[src/rtl/trdb_pkg.sv]
// Shared types and constants for the trace debugger word buffer.
package trdb_pkg;

  localparam int XLEN = 32;
  localparam logic [15:0] TRDB_OVF_MARKER_TAG = 16'hDEAD;

  typedef enum logic [1:0] {
    IDLE  = 2'd0,
    BURST = 2'd1,
    DRAIN = 2'd2
  } trdb_wbuf_state_e;

endpackage

[src/rtl/trdb_fifo.sv]
// Generic FIFO storage with one pop port and two write ports; the second
// write port lands one slot after the first and is only used with the first.
module trdb_fifo #(
  parameter int DEPTH = 16,
  parameter int WIDTH = 32
) (
  input  logic                     clk,
  input  logic                     rst,
  input  logic                     push,
  input  logic [WIDTH-1:0]         push_data,
  input  logic                     push2,
  input  logic [WIDTH-1:0]         push2_data,
  input  logic                     pop,
  output logic [WIDTH-1:0]         head,
  output logic [$clog2(DEPTH):0]   fill,
  output logic                     full,
  output logic                     empty
);

  localparam int AW = $clog2(DEPTH);
  localparam int FW = AW + 1;

  logic [WIDTH-1:0] mem [DEPTH];
  logic [AW-1:0]    wptr;
  logic [AW-1:0]    rptr;
  logic [AW-1:0]    wptr_p1;

  assign wptr_p1 = wptr + AW'(1);
  assign head    = mem[rptr];
  assign full    = (fill == FW'(DEPTH));
  assign empty   = (fill == '0);

  always_ff @(posedge clk) begin
    if (rst) begin
      wptr <= '0;
      rptr <= '0;
      fill <= '0;
      for (int i = 0; i < DEPTH; i++) mem[i] <= '0;
    end else begin
      if (push)  mem[wptr]    <= push_data;
      if (push2) mem[wptr_p1] <= push2_data;
      wptr <= wptr + AW'(push) + AW'(push2);
      if (pop) rptr <= rptr + AW'(1);
      fill <= fill + FW'(push) + FW'(push2) - FW'(pop);
    end
  end

endmodule

[src/rtl/trdb_word_buffer.sv]
// Trace word buffer: FIFO plus burst/drain framing towards the uDMA.
// Optional TRDB_OVERFLOW_MARKER_EN inserts a {DEAD, drop count} word after drops.
module trdb_word_buffer
  import trdb_pkg::*;
#(
  parameter int DEPTH        = 16,
  parameter int BURST_LEN    = 4,
  parameter int TIMEOUT      = 256,
  parameter int STALL_THRESH = DEPTH - 2
) (
  input  logic                   clk_i,
  input  logic                   rst_i,
  input  logic [XLEN-1:0]        word_i,
  input  logic                   word_valid_i,
  output logic                   stall_o,
  input  logic                   flush_i,
  output logic [XLEN-1:0]        data_o,
  output logic                   valid_o,
  input  logic                   ready_i,
  output logic                   last_o,
  output logic [$clog2(DEPTH):0] fill_o,
  output logic                   overflow_o,
  input  logic                   clear_overflow_i
);

  localparam int AW = $clog2(DEPTH);
  localparam int FW = AW + 1;
  localparam int TW = $clog2(TIMEOUT);

  trdb_wbuf_state_e state;
  logic [FW-1:0]    rem;
  logic [TW-1:0]    tmo_cnt;
  logic             flush_pending;
  logic [FW-1:0]    fill;
  logic             full, empty, pop, drop;
  logic             wr0, wr1;
  logic [XLEN-1:0]  wr0_data, wr1_data;

  trdb_fifo #(.DEPTH(DEPTH), .WIDTH(XLEN)) u_fifo (
    .clk        (clk_i),
    .rst        (rst_i),
    .push       (wr0),
    .push_data  (wr0_data),
    .push2      (wr1),
    .push2_data (wr1_data),
    .pop        (pop),
    .head       (data_o),
    .fill       (fill),
    .full       (full),
    .empty      (empty)
  );

  assign fill_o  = fill;
  assign stall_o = (fill >= FW'(STALL_THRESH));
  assign valid_o = (state != IDLE) && !empty;
  assign last_o  = valid_o && (rem == FW'(1));
  assign pop     = valid_o && ready_i;

`ifdef TRDB_OVERFLOW_MARKER_EN
  logic [15:0]   drop_cnt;
  logic          marker_pending, marker_wr;
  logic [FW-1:0] free;

  assign free = FW'(DEPTH) - fill;

  // Free-slot checks use the registered fill; a same-cycle pop is not credited.
  always_comb begin
    wr0       = 1'b0;
    wr1       = 1'b0;
    drop      = 1'b0;
    marker_wr = 1'b0;
    wr0_data  = word_i;
    wr1_data  = word_i;
    if (marker_pending) begin
      wr0_data = XLEN'({TRDB_OVF_MARKER_TAG, drop_cnt});
      if (word_valid_i) begin
        if (free >= FW'(2)) begin
          wr0       = 1'b1;
          wr1       = 1'b1;
          marker_wr = 1'b1;
        end else begin
          drop = 1'b1;
        end
      end else if (free != '0) begin
        wr0       = 1'b1;
        marker_wr = 1'b1;
      end
    end else if (word_valid_i) begin
      wr0  = !full;
      drop = full;
    end
  end

  always_ff @(posedge clk_i) begin
    if (rst_i || clear_overflow_i) begin
      drop_cnt       <= '0;
      marker_pending <= 1'b0;
    end else if (marker_wr) begin
      drop_cnt       <= '0;
      marker_pending <= 1'b0;
    end else if (drop) begin
      marker_pending <= 1'b1;
      if (drop_cnt != 16'hFFFF) drop_cnt <= drop_cnt + 16'd1;
    end
  end
`else
  always_comb begin
    wr0      = word_valid_i && !full;
    wr1      = 1'b0;
    drop     = word_valid_i && full;
    wr0_data = word_i;
    wr1_data = word_i;
  end
`endif

  always_ff @(posedge clk_i) begin
    if (rst_i) begin
      overflow_o <= 1'b0;
    end else if (clear_overflow_i) begin
      overflow_o <= 1'b0;
    end else if (drop) begin
      overflow_o <= 1'b1;
    end
  end

  always_ff @(posedge clk_i) begin
    if (rst_i) begin
      state         <= IDLE;
      rem           <= '0;
      tmo_cnt       <= '0;
      flush_pending <= 1'b0;
    end else begin
      if (flush_i) flush_pending <= 1'b1;
      case (state)
        IDLE: begin
          if (fill >= FW'(BURST_LEN)) begin
            state   <= BURST;
            rem     <= FW'(BURST_LEN);
            tmo_cnt <= '0;
          end else if ((flush_pending || tmo_cnt == TW'(TIMEOUT - 1)) && fill != '0) begin
            // Snapshot of fill: words arriving from now on wait for the next frame.
            state         <= DRAIN;
            rem           <= fill;
            tmo_cnt       <= '0;
            flush_pending <= 1'b0;
          end else begin
            if (fill == '0) flush_pending <= 1'b0;
            if (wr0 || fill == '0) tmo_cnt <= '0;
            else if (tmo_cnt != TW'(TIMEOUT - 1)) tmo_cnt <= tmo_cnt + TW'(1);
          end
        end
        default: begin
          tmo_cnt <= '0;
          if (pop) begin
            rem <= rem - FW'(1);
            if (rem == FW'(1)) state <= IDLE;
          end
        end
      endcase
    end
  end

endmodule

[config.mk]
export PLATFORM = sky130hd
export DESIGN_NAME = trdb_word_buffer
export DESIGN_NICKNAME = d
export VERILOG_FILES = /design/src/rtl/trdb_pkg.sv /design/src/rtl/trdb_fifo.sv /design/src/rtl/trdb_word_buffer.sv
export SDC_FILE = /design/constraint.sdc
export NUM_CORES = 1
export LEC_CHECK = 0
export ABC_AREA = 1
export CAP_MARGIN = 20
export CORE_MARGIN = 1.5
export CORE_UTILIZATION = 35
export CTS_BUF_LIST = sky130_fd_sc_hd__clkbuf_16
export CTS_CLUSTER_SIZE = 30
export DETAILED_ROUTE_END_ITERATION = 16
export HOLD_SLACK_MARGIN = 0.05
export PLACE_DENSITY = 0.54
export SYNTH_ARGS = -nofsm -noshare
export SYNTH_HDL_FRONTEND = slang
export SYNTH_SLANG_ARGS = --single-unit
[constraint.sdc]
create_clock -name clk_i -period 2.4 [get_ports clk_i]
set_input_delay 0.36 -clock clk_i [delete_from_list [all_inputs] [get_ports clk_i]]
set_output_delay 0.36 -clock clk_i [all_outputs]
set_load 0.01 [all_outputs]
; Word-level counts from Yosys, hierarchy flattened
; Memories as Yosys holds them, arrays and structs flattened. A register that Yosys moved wholly into a read port is not among the register bits.
; Cells that the tools add are included.
; W data, S select, Z words.
[totals]
reg_bits = 30
output_inout_bits = 41
memories = 1
mem_bits_rw = 512
wordCells = 68
[classes]
n_addsub = 6
mux = 24
n_bitwise = 1
n_reduce_logical = 21
magnitude_cmp = 2
n_eq_ne = 5
[mem_list]
columns = name, words, width, read_ports, rd_clocked_by_memory_dff, write_ports, line
row1 = u_fifo.mem, 16, 32, 1, 1, 16, trdb_fifo.sv:23  ; logic [WIDTH-1:0] mem [DEPTH];
[op_table]
columns = cell, count
row1 = $mux W32, 1
row2 = $reduce_or A32 Y1, 1
row3 = $mux W5, 4
row4 = $mux W4, 3
row5 = $mux W1, 11
row6 = $mux W2, 5
row7 = $add A8 B1 Y8 const B, 1
row8 = $eq A8 B8 Y1 const B, 1
row9 = $ne A8 B8 Y1 const B, 1
row10 = $logic_and A1 B1 Y1, 6
row11 = $reduce_bool A2 Y1, 3
row12 = $add A5 B1 Y5, 1
row13 = $eq A5 B1 Y1 const B, 1
row14 = $eq A5 B5 Y1 const B, 1
row15 = $ge A5 B3 Y1 const B, 1
row16 = $ge A5 B4 Y1 const B, 1
row17 = $logic_not A5 Y1, 1
row18 = $reduce_bool A5 Y1, 1
row19 = $reduce_or A5 Y1, 1
row20 = $sub A5 B1 Y5, 1
row21 = $sub A5 B1 Y5 const B, 1
row22 = $add A4 B1 Y4, 1
row23 = $add A4 B1 Y4 const B, 1
row24 = $ne A3 B3 Y1 const B, 1
row25 = 7 further kinds, 9

; Logic depth before layout (Yosys ltp)
[logic_depth]
word_depth = 8
mapped_depth = 13

; Cells and area by module
; Synthesis repeated with hierarchy kept, for this count alone.
[unflattened]
cells_unflattened = 3104
area_unflattened_um2 = 27940.5
[modules_own_cells]
columns = module, cells_per_inst, instances, area_each_um2, seq_area_each_um2
row1 = trdb_fifo, 2965, 1, 26970.9, 15715.1
row2 = trdb_word_buffer, 139, 1, 969.7, 340.3

; Worst setup path after synthesis
; Ideal clock, no wire load.
[synth_timing]
path_kind = register to register
startpoint = reg u_fifo.fill[2]
endpoint = mem u_fifo.mem[10][0] (enable)
stages_incl_launch_ff = 11
arrival_time_ns = 2.333
path_buffers = 1
setup_ns = 0.389
required_ns = 2.011
slack_ns = -0.322
path_cell_list = dfxtp_1 inv_1 ha_1 nand3_1 nand2_1 inv_2 nand2_2 nor3_2 nand2_1 buf_2 nand2_1
[synth_lines]
columns = item, line
row1 = from (decl), trdb_fifo.sv:15  ; output logic [$clog2(DEPTH):0] fill,
row2 = from (signal assigned), trdb_fifo.sv:44  ; fill <= fill + FW'(push) + FW'(push2) - FW'(pop);
row3 = to (decl), trdb_fifo.sv:23

==> flow_summary.ini <==
[grt]
grt_pass1_vias = 18368
antenna_found_initial = 0
grt_util_all_layers_pct = 21.8
grt-ovfl-total = 0
grt_max_degree = 50
grt_first_pass_wirelength_mm = 115

[die]
rows = 96
die_w_um = 266
start_util_pct = 35.4
die_h_um = 266
io_pins = 79
core_area_um2 = 68600
design.die.area_um2 = 70900

[final_layout]
fillCellCount = 6309
diodes = 0
nets = 2627
seqCellArea_um2 = 16100
fin_area_um2 = 30900
layout-drive-gt1-share_pct = 18.4
multi_input_area_um2 = 7490
area_growth_pct = 27.5

[place]
place.gp.congestion = 0.813
hpwl_mm = 44.6
placed_area_um2 = 27800
place_ws_ns = -0.141
portBuffers = 78

[detailed_routing]
drtIter0Drc = 1929
wl_mm = 77.1
drt_first_pass_iters = 5
vias = 18655
via_per_inst = 5.25
ant_nets = 0
route.detailed.drc = 0
wl_per_cell_um = 21.7

[power_and_ir_drop]
cellPowerDensity_nw_per_um2 = 911
vdd_drop_max_mv = 0.589
cellLeakagePower_nw = 12.0

[yosys]
yosysSeqAreaShare_pct = 66.2
synth_top_area_cell = edfxtp_1
yosys_warnings = 0
ys_ff_latch = 546
netlist_area_um2 = 24200
syn-num-nets = 2431
synth_cell_types = 32
synthArstFlopShare_pct = 0
yosysMostFrequentCell = nor2_1
ys_dominant_reg_cell = edfxtp_1
synthTopCellsByCount = nor2_1 (920), edfxtp_1 (512), o21ai_0 (292)
avgSynthCellArea_um2 = 10.2
synth_enable_flop_cells = 512
synth.top_cells.by_area = edfxtp_1 (63%), nor2_1 (14%), o21ai_0 (6.0%), o211ai_1 (4.0%), dfxtp_1 (2.8%)
synthCells = 2375
synth_top_area_share_pct = 63.4

[clock_tree]
cts_hold_buffers = 0
cts_buffers = 59
clock_path_buffers = 3
cts_tree = yes
clk_pin_slew_ns = 0.06
cts-root-buf = clkbuf_16
clock_sinks = 546
htree_levels = 2
clock_latency_ns = 0.64

[timing]
clock_skew_ns = 0.0244
finalSetupViolations = 32
worst_pin_slew_ns = 0.691
setup_ws_ns = -0.350
fin_crit_sh_pct = 115
fmax_ghz = 0.364
drv_slew = 0
rsz0062_at_grt = true
max_slew_margin_pct = 53.9
fin_crit_ns = 2.75
finalHoldViolations = 0

[setup_path]
slowest_delay_ns = 0.38
crit_path_end_kind = primary output
crit_path_frequent_cell = o211ai_1
path_class = reg2out
ff2ff_setup_slack_ns = 0.14
cp.arrival_ns = 2.39
critPathMaxFanout = 9
critPathSlowestCell = dfxtp_4
cp.required_ns = 2.04
path_cells = buf_12 -> inv_16 -> bufbuf_16 -> nor2_2 -> nor2_1 -> o21ai_1 -> o211ai_1 -> o211ai_1 -> nand2_1 -> buf_2
startpoint_type = register

[outcome]
outcome = finished, violations left
violations = setup timing

[job]
maxCapViolations = 0

[hold_path]
hold_class = in2reg
## timing repair
action,in CTS,in global routing
resized for setup,325,46
gates cloned,21,0
setup buffers,31,4
pin swaps,63,28
setup endpoints to repair,35,118
## final cells by class
type	count	area share, %
sequential	546	52.0
multi-input combinational	1568	24.2
inverter	73	0.939
tap	931	3.77
timing repair inverter	2	0.101
clock inverter	51	1.35
timing repair buffer	321	12.8
clock buffer	60	4.85
## registers in the layout, summed over array words and instances, names as in the netlist, named ones only
name / flops
u_fifo.mem: 512
tmo_cnt: 8
rem: 5
u_fifo.fill: 5
u_fifo.rptr: 4
u_fifo.wptr: 4
state: 2
flush_pending: 1
overflow_o: 1
## cells by family (layout without fill, tap and decap cells)
group,Yosys count,after routing,share of synthesized area [%]
simple gates,1089,1089,17.4
flops,546,546,66.2
compound gates,454,454,10.8
buf+inv,261,507,4.39
fa+ha+maj,18,18,0.960
xor+xnor,7,7,0.253
## worst max-delay path, delay by kind of cell (launching register included)
family / cells / cell delay [ns]
DFF: 1 / 0.38
AOI/OAI and AO/OA: 3 / 0.37
buffers and inverters: 4 / 0.71
and+or+nand+nor: 3 / 0.29
## routing by layer
| metal | routed length [µm] | GRT usage, % | vias to the layer above |
|---|---|---|---|
| met5 | 0 | 0 | - |
| met4 | 1920 | 6.22 | 0 |
| li1 | - | - | 8548 |
| met3 | 5850 | 4.16 | 123 |
| met1 | 32400 | 29.2 | 9263 |
| met2 | 36900 | 35.9 | 721 |
## final timing paths
kind                         to        startpoint  depth (start not counted)
max reg2reg  u_fifo.mem[13][16]    u_fifo.fill[2]                         12
min                  overflow_o  clear_overflow_i                          2
max                  data_o[31]          register                         10
min reg2reg          overflow_o        overflow_o                          2
## power by group
part           switching (W)  internal (W)  leakage (nW)  total [W]
sequential          0.000211        0.0110          5.57     0.0112
clock                0.00390       0.00519         0.980    0.00909
combinational        0.00440       0.00350          5.42    0.00790
## metrics by stage
step	utilization, %	std cells	hold slack (ns)	setup TNS (ns)	total power [W]
2_1_floorplan	-	2375	0.433	-37.61	0.0147
3_3_place_gp	40.5	3387	0.444	-4.06	0.0178
3_5_place_dp	40.5	3387	0.447	-6.59	0.0179
4_1_cts	44.9	3549	0.247	-8.87	0.0282
5_1_grt	45.1	3552	0.264	-11.92	0.0294
6_report	45.1	3552	0.282	-7.67	0.0282
## placed cells by master (no fill, tap or decap), types with 5 or more instances in the layout
cell and count:
nor2_1 887, nand4_1 5, ha_1 15, buf_12 62, nor2_2 28, dfxtp_1 30, nand2_4 8, clkinv_1 12
o21ai_2 11, buf_6 34, buf_16 24, nand3_1 45, o21ai_0 194, nand2_1 61, clkinv_2 17, o211ai_1 128
buf_2 23, nor2_4 7, clkdlybuf4s50_1 43, buf_4 126, bufinv_16 6, inv_1 77, a21oi_1 24, nand3_2 5
edfxtp_1 512, clkbuf_16 60, o21ai_1 87, nand2_2 33
Power figures use the tool's default switching activity.
